--- src/rtl/clkdiv_sched_if.sv ---
// Configuration handshake bundle for clkdiv_sched.
// Latency: none, wires only.
// Backpressure: cfg_ready low holds the master's request.
interface clkdiv_sched_if;
  logic        cfg_valid;
  logic        cfg_ready;
  logic [1:0]  cfg_ch;
  logic [16:0] cfg_half;
  logic        cfg_en;
  logic        cfg_done;
  logic        cfg_err;

  modport master (
    output cfg_valid, cfg_ch, cfg_half, cfg_en,
    input  cfg_ready, cfg_done, cfg_err
  );

  modport slave (
    input  cfg_valid, cfg_ch, cfg_half, cfg_en,
    output cfg_ready, cfg_done, cfg_err
  );
endinterface

--- src/rtl/clkdiv_sched.sv ---
// Three-channel clock divider with a one-slot, glitch-free runtime config scheduler.
// Latency: toggle/tick registered one cycle after terminal count; cfg_done/cfg_err one cycle after apply/accept.
// Backpressure: cfg_ready drops while a config is pending; optional sync_req port under CLKDIV_SCHED_SYNC_EN.
module clkdiv_sched #(
  parameter int unsigned HALF0_DEF = 53,
  parameter int unsigned HALF1_DEF = 26,
  parameter int unsigned HALF2_DEF = 1060,
  parameter logic [2:0]  EN_DEF    = 3'b111
) (
  input  logic             clk_in,
  input  logic             rst,
`ifdef CLKDIV_SCHED_SYNC_EN
  input  logic             sync_req,
`endif
  clkdiv_sched_if.slave    cfg,
  output logic [2:0]       clk_out,
  output logic [2:0]       tick
);

  function automatic logic [16:0] half_def(input int idx);
    case (idx)
      0:       return 17'(HALF0_DEF);
      1:       return 17'(HALF1_DEF);
      default: return 17'(HALF2_DEF);
    endcase
  endfunction

  logic [16:0] cnt  [3];
  logic [16:0] half [3];
  logic [2:0]  en;

  logic        pend;
  logic [1:0]  pend_ch;
  logic [16:0] pend_half;
  logic        pend_en;

  logic        done_r;
  logic        err_r;
  logic        sync;
  logic        accept;
  logic        apply;

`ifdef CLKDIV_SCHED_SYNC_EN
  assign sync = sync_req;
`else
  assign sync = 1'b0;
`endif

  assign cfg.cfg_ready = ~pend;
  assign cfg.cfg_done  = done_r;
  assign cfg.cfg_err   = err_r;
  assign accept        = cfg.cfg_valid & ~pend;

  // Decide whether the pending config lands this cycle: immediately on a
  // disabled target, otherwise only on a terminal count (and, when
  // disabling, only on the falling terminal so the output never glitches).
  always_comb begin
    apply = 1'b0;
    for (int i = 0; i < 3; i++) begin
      if (pend && !sync && (pend_ch == 2'(i))) begin
        if (!en[i]) begin
          apply = 1'b1;
        end else if ((cnt[i] == half[i]) && (pend_en || clk_out[i])) begin
          apply = 1'b1;
        end
      end
    end
  end

  // Single config slot plus the done/err pulses.
  always_ff @(posedge clk_in) begin
    if (rst) begin
      pend      <= 1'b0;
      pend_ch   <= 2'd0;
      pend_half <= 17'd0;
      pend_en   <= 1'b0;
      done_r    <= 1'b0;
      err_r     <= 1'b0;
    end else begin
      done_r <= apply;
      err_r  <= accept && (cfg.cfg_ch == 2'd3);
      if (accept && (cfg.cfg_ch != 2'd3)) begin
        pend      <= 1'b1;
        pend_ch   <= cfg.cfg_ch;
        pend_half <= cfg.cfg_half;
        pend_en   <= cfg.cfg_en;
      end else if (apply) begin
        pend <= 1'b0;
      end
    end
  end

  // Per-channel divider: count to half, toggle, strobe tick; absorb config on apply.
  always_ff @(posedge clk_in) begin
    for (int i = 0; i < 3; i++) begin
      if (rst) begin
        cnt[i]     <= 17'd0;
        clk_out[i] <= 1'b0;
        tick[i]    <= 1'b0;
        half[i]    <= half_def(i);
        en[i]      <= EN_DEF[i];
      end else if (sync) begin
        cnt[i]     <= 17'd0;
        clk_out[i] <= 1'b0;
        tick[i]    <= 1'b0;
      end else if (apply && (pend_ch == 2'(i)) && !en[i]) begin
        // Freshly (re)configured idle channel restarts from a clean phase.
        en[i]      <= pend_en;
        half[i]    <= pend_half;
        cnt[i]     <= 17'd0;
        clk_out[i] <= 1'b0;
        tick[i]    <= 1'b0;
      end else if (en[i]) begin
        if (cnt[i] == half[i]) begin
          cnt[i]     <= 17'd0;
          clk_out[i] <= ~clk_out[i];
          tick[i]    <= 1'b1;
          if (apply && (pend_ch == 2'(i))) begin
            half[i] <= pend_half;
            en[i]   <= pend_en;
          end
        end else begin
          cnt[i]  <= cnt[i] + 17'd1;
          tick[i] <= 1'b0;
        end
      end else begin
        cnt[i]     <= 17'd0;
        clk_out[i] <= 1'b0;
        tick[i]    <= 1'b0;
      end
    end
  end

endmodule

--- src/flat_wrapper.sv ---
// flat-port wrapper written by rule: the top's interface ports become plain ports
module clkdiv_sched_flat 
#(
  parameter int unsigned HALF0_DEF = 53,
  parameter int unsigned HALF1_DEF = 26,
  parameter int unsigned HALF2_DEF = 1060,
  parameter logic [2:0]  EN_DEF    = 3'b111
)
  (clk_in, rst, clk_out, tick, cfg_cfg_valid, cfg_cfg_ch, cfg_cfg_half, cfg_cfg_en, cfg_cfg_ready, cfg_cfg_done, cfg_cfg_err);
  clkdiv_sched_if cfg_i ();
  input  logic clk_in;
  input  logic rst;
  output logic [2:0] clk_out;
  output logic [2:0] tick;
  input wire logic [$bits(cfg_i.cfg_valid)-1:0] cfg_cfg_valid;
  input wire logic [$bits(cfg_i.cfg_ch)-1:0] cfg_cfg_ch;
  input wire logic [$bits(cfg_i.cfg_half)-1:0] cfg_cfg_half;
  input wire logic [$bits(cfg_i.cfg_en)-1:0] cfg_cfg_en;
  output wire logic [$bits(cfg_i.cfg_ready)-1:0] cfg_cfg_ready;
  output wire logic [$bits(cfg_i.cfg_done)-1:0] cfg_cfg_done;
  output wire logic [$bits(cfg_i.cfg_err)-1:0] cfg_cfg_err;
  assign cfg_i.cfg_valid = cfg_cfg_valid;
  assign cfg_i.cfg_ch = cfg_cfg_ch;
  assign cfg_i.cfg_half = cfg_cfg_half;
  assign cfg_i.cfg_en = cfg_cfg_en;
  assign cfg_cfg_ready = cfg_i.cfg_ready;
  assign cfg_cfg_done = cfg_i.cfg_done;
  assign cfg_cfg_err = cfg_i.cfg_err;
  clkdiv_sched #(.HALF0_DEF(HALF0_DEF), .HALF1_DEF(HALF1_DEF), .HALF2_DEF(HALF2_DEF), .EN_DEF(EN_DEF)) u_core (.clk_in(clk_in), .rst(rst), .cfg(cfg_i), .clk_out(clk_out), .tick(tick));
endmodule
--- config.mk ---
export PLATFORM = sky130hd
export DESIGN_NAME = clkdiv_sched_flat
export DESIGN_NICKNAME = d
export VERILOG_FILES = /design/src/rtl/clkdiv_sched_if.sv /design/src/rtl/clkdiv_sched.sv /design/src/flat_wrapper.sv
export SDC_FILE = /design/constraint.sdc
export NUM_CORES = 1
export LEC_CHECK = 0
export CAP_MARGIN = 20
export CORE_UTILIZATION = 37
export DETAILED_ROUTE_END_ITERATION = 10
export GPL_TIMING_DRIVEN = 1
export PLACE_DENSITY = 0.51
export SLEW_MARGIN = 5
export SYNTH_ARGS = -nofsm -noshare
export SYNTH_HDL_FRONTEND = slang
export SYNTH_SLANG_ARGS = --single-unit
--- constraint.sdc ---
create_clock -name clk_in -period 4 [get_ports clk_in]
set_input_delay 0.8 -clock clk_in [delete_from_list [all_inputs] [get_ports clk_in]]
set_output_delay 0.8 -clock clk_in [all_outputs]
set_load 0.01 [all_outputs]
==> flow_results.xml <==
<?xml version="1.0" encoding="UTF-8"?>
<metrics>
  <group name="critical_path">
    <metric name="critical_path.slowest_cell" unit="">sky130_fd_sc_hd__nor4_1</metric>
    <metric name="crit-reg2reg-capture" unit="">u_core.half[2][2]</metric>
    <metric name="reg2reg_depth" unit="">5</metric>
    <metric name="end_kind" unit="">flip-flop</metric>
    <metric name="cp_cell_sequence" unit="">xor2_1 &gt; nor4_1 &gt; a41o_1 &gt; nand2_1 &gt; or3_1</metric>
    <metric name="path_class" unit="">flip-flop to flip-flop</metric>
    <metric name="rr_startpoint" unit="">u_core.cnt[2][9]</metric>
    <metric name="critical_path.max_stage_delay" unit="ns">0.54</metric>
    <metric name="cp.buffers_inverters" unit="">0</metric>
    <metric name="crit_path_start_kind" unit="">flip-flop</metric>
    <metric name="r2r_slack" unit="ns">1.31</metric>
    <metric name="cp.arrival" unit="ns">2.84</metric>
    <metric name="critical_path.max_fanout" unit="">17</metric>
    <metric name="worst_ep_required_time" unit="ns">4.15</metric>
    <metric name="critical-path-top-delay-family" unit="">simple AND/OR/NAND/NOR gates</metric>
  </group>
  <group name="cts">
    <metric name="cts_root_buf" unit="">sky130_fd_sc_hd__clkbuf_16</metric>
    <metric name="postCtsSetupRepairBufs" unit="">0</metric>
    <metric name="max-clock-path-buffers" unit="">2</metric>
    <metric name="cts.reportedPaths.clkPinSlew" unit="ns">0.05</metric>
    <metric name="tritoncts" unit="">done</metric>
    <metric name="cts_hold_repair.buffers" unit="">0</metric>
    <metric name="cts-resized-gates" unit="">0</metric>
    <metric name="cts_buffers" unit="">17</metric>
    <metric name="h_tree_levels" unit="">4</metric>
    <metric name="tritoncts_num_sinks" unit="">134</metric>
    <metric name="clkLatencyLatePin" unit="ns">0.41</metric>
  </group>
  <group name="synth">
    <metric name="post_synth_main_area_contributors" unit="">sky130_fd_sc_hd__edfxtp_1 (49%), sky130_fd_sc_hd__dfxtp_1 (10%), sky130_fd_sc_hd__xor2_1 (6.9%)</metric>
    <metric name="syn-cell-area" unit="sq um">6310</metric>
    <metric name="yosysWarningCount" unit="">0</metric>
    <metric name="synth_largest_type_area_fraction" unit="">0.485</metric>
    <metric name="synth-seq-area-share" unit="">0.587</metric>
    <metric name="synth_cells" unit="">565</metric>
    <metric name="syn_area_per_cell" unit="sq um">11.2</metric>
    <metric name="yosys.cell_types.count" unit="">40</metric>
    <metric name="postSynthRegisterBits" unit="">134</metric>
    <metric name="yosys.area.top_type" unit="">sky130_fd_sc_hd__edfxtp_1</metric>
  </group>
  <group name="die">
    <metric name="die-height" unit="um">133</metric>
    <metric name="io_pins" unit="">32</metric>
    <metric name="core.rowCount" unit="">47</metric>
    <metric name="initial_util" unit="">0.379</metric>
    <metric name="coreArea" unit="sq um">16600</metric>
    <metric name="die_area" unit="sq um">17600</metric>
    <metric name="floorplan.die.width" unit="um">133</metric>
  </group>
  <group name="cells_and_area">
    <metric name="post_layout_nets" unit="">679</metric>
    <metric name="fill_cells" unit="">1563</metric>
    <metric name="drive_above_1_share" unit="">0.0721</metric>
    <metric name="layout_common_cells" unit="">sky130_fd_sc_hd__edfxtp_1 (102), sky130_fd_sc_hd__nor2_1 (82), sky130_fd_sc_hd__nand2_1 (63), sky130_fd_sc_hd__conb_1 (51), sky130_fd_sc_hd__xor2_1 (50)</metric>
    <metric name="most_common_cell_after_layout_fill_and_taps_aside" unit="">sky130_fd_sc_hd__edfxtp_1</metric>
    <metric name="antenna-diode-count" unit="">0</metric>
    <metric name="layout-area-overhead-vs-synth" unit="%">19.7</metric>
  </group>
  <group name="run">
    <metric name="max_cap_violations" unit="">0</metric>
  </group>
  <group name="timing">
    <metric name="setup_violations" unit="">0</metric>
    <metric name="timing_worst_slew_pin_value" unit="ns">0.924</metric>
    <metric name="final.setup_skew" unit="ns">0.00928</metric>
    <metric name="summed_negative_setup_slack_over_all_endpoints" unit="ns">0</metric>
    <metric name="final.period_utilization" unit="">0.673</metric>
    <metric name="final.min_clock_period" unit="ns">2.69</metric>
    <metric name="grt_setup_unrepaired" unit="">no</metric>
    <metric name="finalHoldViolations" unit="">0</metric>
    <metric name="fmax" unit="MHz">371</metric>
    <metric name="max_slew_violation_count" unit="">0</metric>
    <metric name="timing.max_slew.rel_slack" unit="">0.380</metric>
  </group>
  <group name="hold_path">
    <metric name="min_delay_worst_endpoint" unit="">u_core.pend</metric>
    <metric name="hold_class" unit="">flip-flop to flip-flop</metric>
    <metric name="worst_hold_path.num_cells" unit="">2</metric>
    <metric name="hp-start" unit="">u_core.pend</metric>
  </group>
  <group name="route">
    <metric name="vias_per_cell" unit="">4.64</metric>
    <metric name="dr_total_vias" unit="">4113</metric>
    <metric name="drt-wirelength-per-cell" unit="um">15.6</metric>
    <metric name="drt_pass1_iterations" unit="">4</metric>
    <metric name="detailedRoute.firstIterationViolations" unit="">275</metric>
    <metric name="antenna_violating_nets_post_route" unit="">0</metric>
    <metric name="drc" unit="">0</metric>
    <metric name="wirelength" unit="mm">13.8</metric>
  </group>
  <group name="power">
    <metric name="standby_leakage_power" unit="nW">2.65</metric>
    <metric name="internal_power" unit="mW">2.50</metric>
    <metric name="ir_drop" unit="uV">322</metric>
    <metric name="switching_share" unit="">0.226</metric>
    <metric name="comb_power_share" unit="">0.063</metric>
    <metric name="switching_power" unit="mW">0.728</metric>
    <metric name="power_frac_clock" unit="">0.427</metric>
    <metric name="pwr_density_cell" unit="nW/um^2">426</metric>
    <metric name="fin_total_pwr" unit="mW">3.22</metric>
    <metric name="seq_power_share" unit="">0.510</metric>
  </group>
  <group name="global_routing">
    <metric name="vias_in_the_first_global_route" unit="">4221</metric>
    <metric name="first_pass_grt_wire_length" unit="mm">22.6</metric>
    <metric name="gr-total-overflow" unit="">0</metric>
    <metric name="grt_max_degree" unit="">25</metric>
    <metric name="grt_util_all_layers" unit="">0.172</metric>
    <metric name="antenna_violations_before_repair" unit="">0</metric>
  </group>
  <group name="placed_design">
    <metric name="place_hpwl" unit="mm">10.1</metric>
    <metric name="port-buffer-count" unit="">31</metric>
    <metric name="place_congestion" unit="">0.753</metric>
  </group>
  <group name="outcome">
    <metric name="status" unit="">completed</metric>
  </group>
</metrics>
[cell usage after synthesis, drive strengths merged]
master and number:
inv 12, ha 3, nor3b 14, and2 27, a41o 1, or3 5
buf 8, o31ai 1, edfxtp 102, a21oi 19, nor4 1, o31a 1
dfxtp 32, clkinv 1, o311ai 3, o41ai 1, xor2 50, and4 3
o221a 1, o211ai 2, nand2 63, nor2 82, nand4 17, nor3 10
clkbuf 8, and3 8, or2 1, xnor2 49, nor2b 1, a31oi 2
o21ai 4, conb 1, nand3 24, nand2b 8
[power by group through the flow]
stage               logic, mW  registers [mW]  clock network (mW)
finish                  0.202            1.64                1.38
CTS                     0.202            1.65                1.41
global route            0.229            1.65                1.48
global placement        0.196            1.67                   0
floorplan               0.147            1.64                   0
detailed placement      0.201            1.67                   0
[cell type report]
class                      count  area, sq um  share of cell area
inverter                      13         48.8             0.00645
multi-input combinational    452         2670               0.354
clock inverter                 5         26.3             0.00348
timing repair buffer          35          340              0.0450
clock buffer                  27          493              0.0652
sequential                   134         3700               0.490
tap                          220          275              0.0364
[flip-flops by register name, summed over array words and instances (netlist names)]
signal	cells
u_core.en	3
u_core.tick	3
u_core.cfg.cfg_err	1
u_core.pend_half	17
u_core.pend	1
u_core.cfg.cfg_done	1
u_core.pend_ch	2
u_core.pend_en	1
u_core.cnt	51
u_core.half	51
u_core.clk_out	3
[metal layers]
layer  global-route usage  routed length [um]  up-vias
met5                    0                   0        -
met3               0.0341                 556       10
met1                0.248                6980     1949
li1                     -                   -     2075
met2                0.255                6090       79
met4               0.0626                 160        0
[logic make-up after synthesis]
kind of cell / Yosys count / share of synthesized area
and+or+nand+nor: 264 / 0.213
DFF: 134 / 0.587
other: 1 / 0.000594
xor gates and xnor gates: 99 / 0.137
buffers and inverters: 29 / 0.0198
adders and majority gates: 3 / 0.00595
AOI/OAI and AO/OA: 35 / 0.0365
[through the flow]
stage          cells   util  hold slack, ns  area, sq um  setup WS, ns
6_report         886  0.454           0.483         7560          1.31
5_1_grt          886  0.454           0.526         7560          1.18
4_1_cts          886  0.454           0.489         7560          1.31
3_5_place_dp     854  0.423           0.483         7040          1.23
3_3_place_gp     854  0.423           0.474         7040          1.22
2_1_floorplan    615      -           0.446         6500          1.20
[worst max path at each step]
stage	start	to	slack (ns)	cells after the start
global route	u_core.cnt[2][9]	u_core.half[2][5]	1.18	5
global placement	rst	u_core.cnt[1][2]	1.22	4
finish	u_core.cnt[2][9]	u_core.half[2][2]	1.31	5
CTS	u_core.cnt[2][9]	u_core.half[2][2]	1.31	5
floorplan	u_core.cnt[1][8]	u_core.half[1][0]	1.20	5
detailed placement	rst	u_core.half[2][0]	1.23	4
[worst reg2reg max path: stages, from the launching register on]
cell                       delay, ns
sky130_fd_sc_hd__edfxtp_1       0.48
sky130_fd_sc_hd__xor2_1         0.21
sky130_fd_sc_hd__nor4_1         0.54
sky130_fd_sc_hd__a41o_1         0.28
sky130_fd_sc_hd__nand2_1        0.44
sky130_fd_sc_hd__or3_1          0.49
Power figures use the tool's default switching activity.
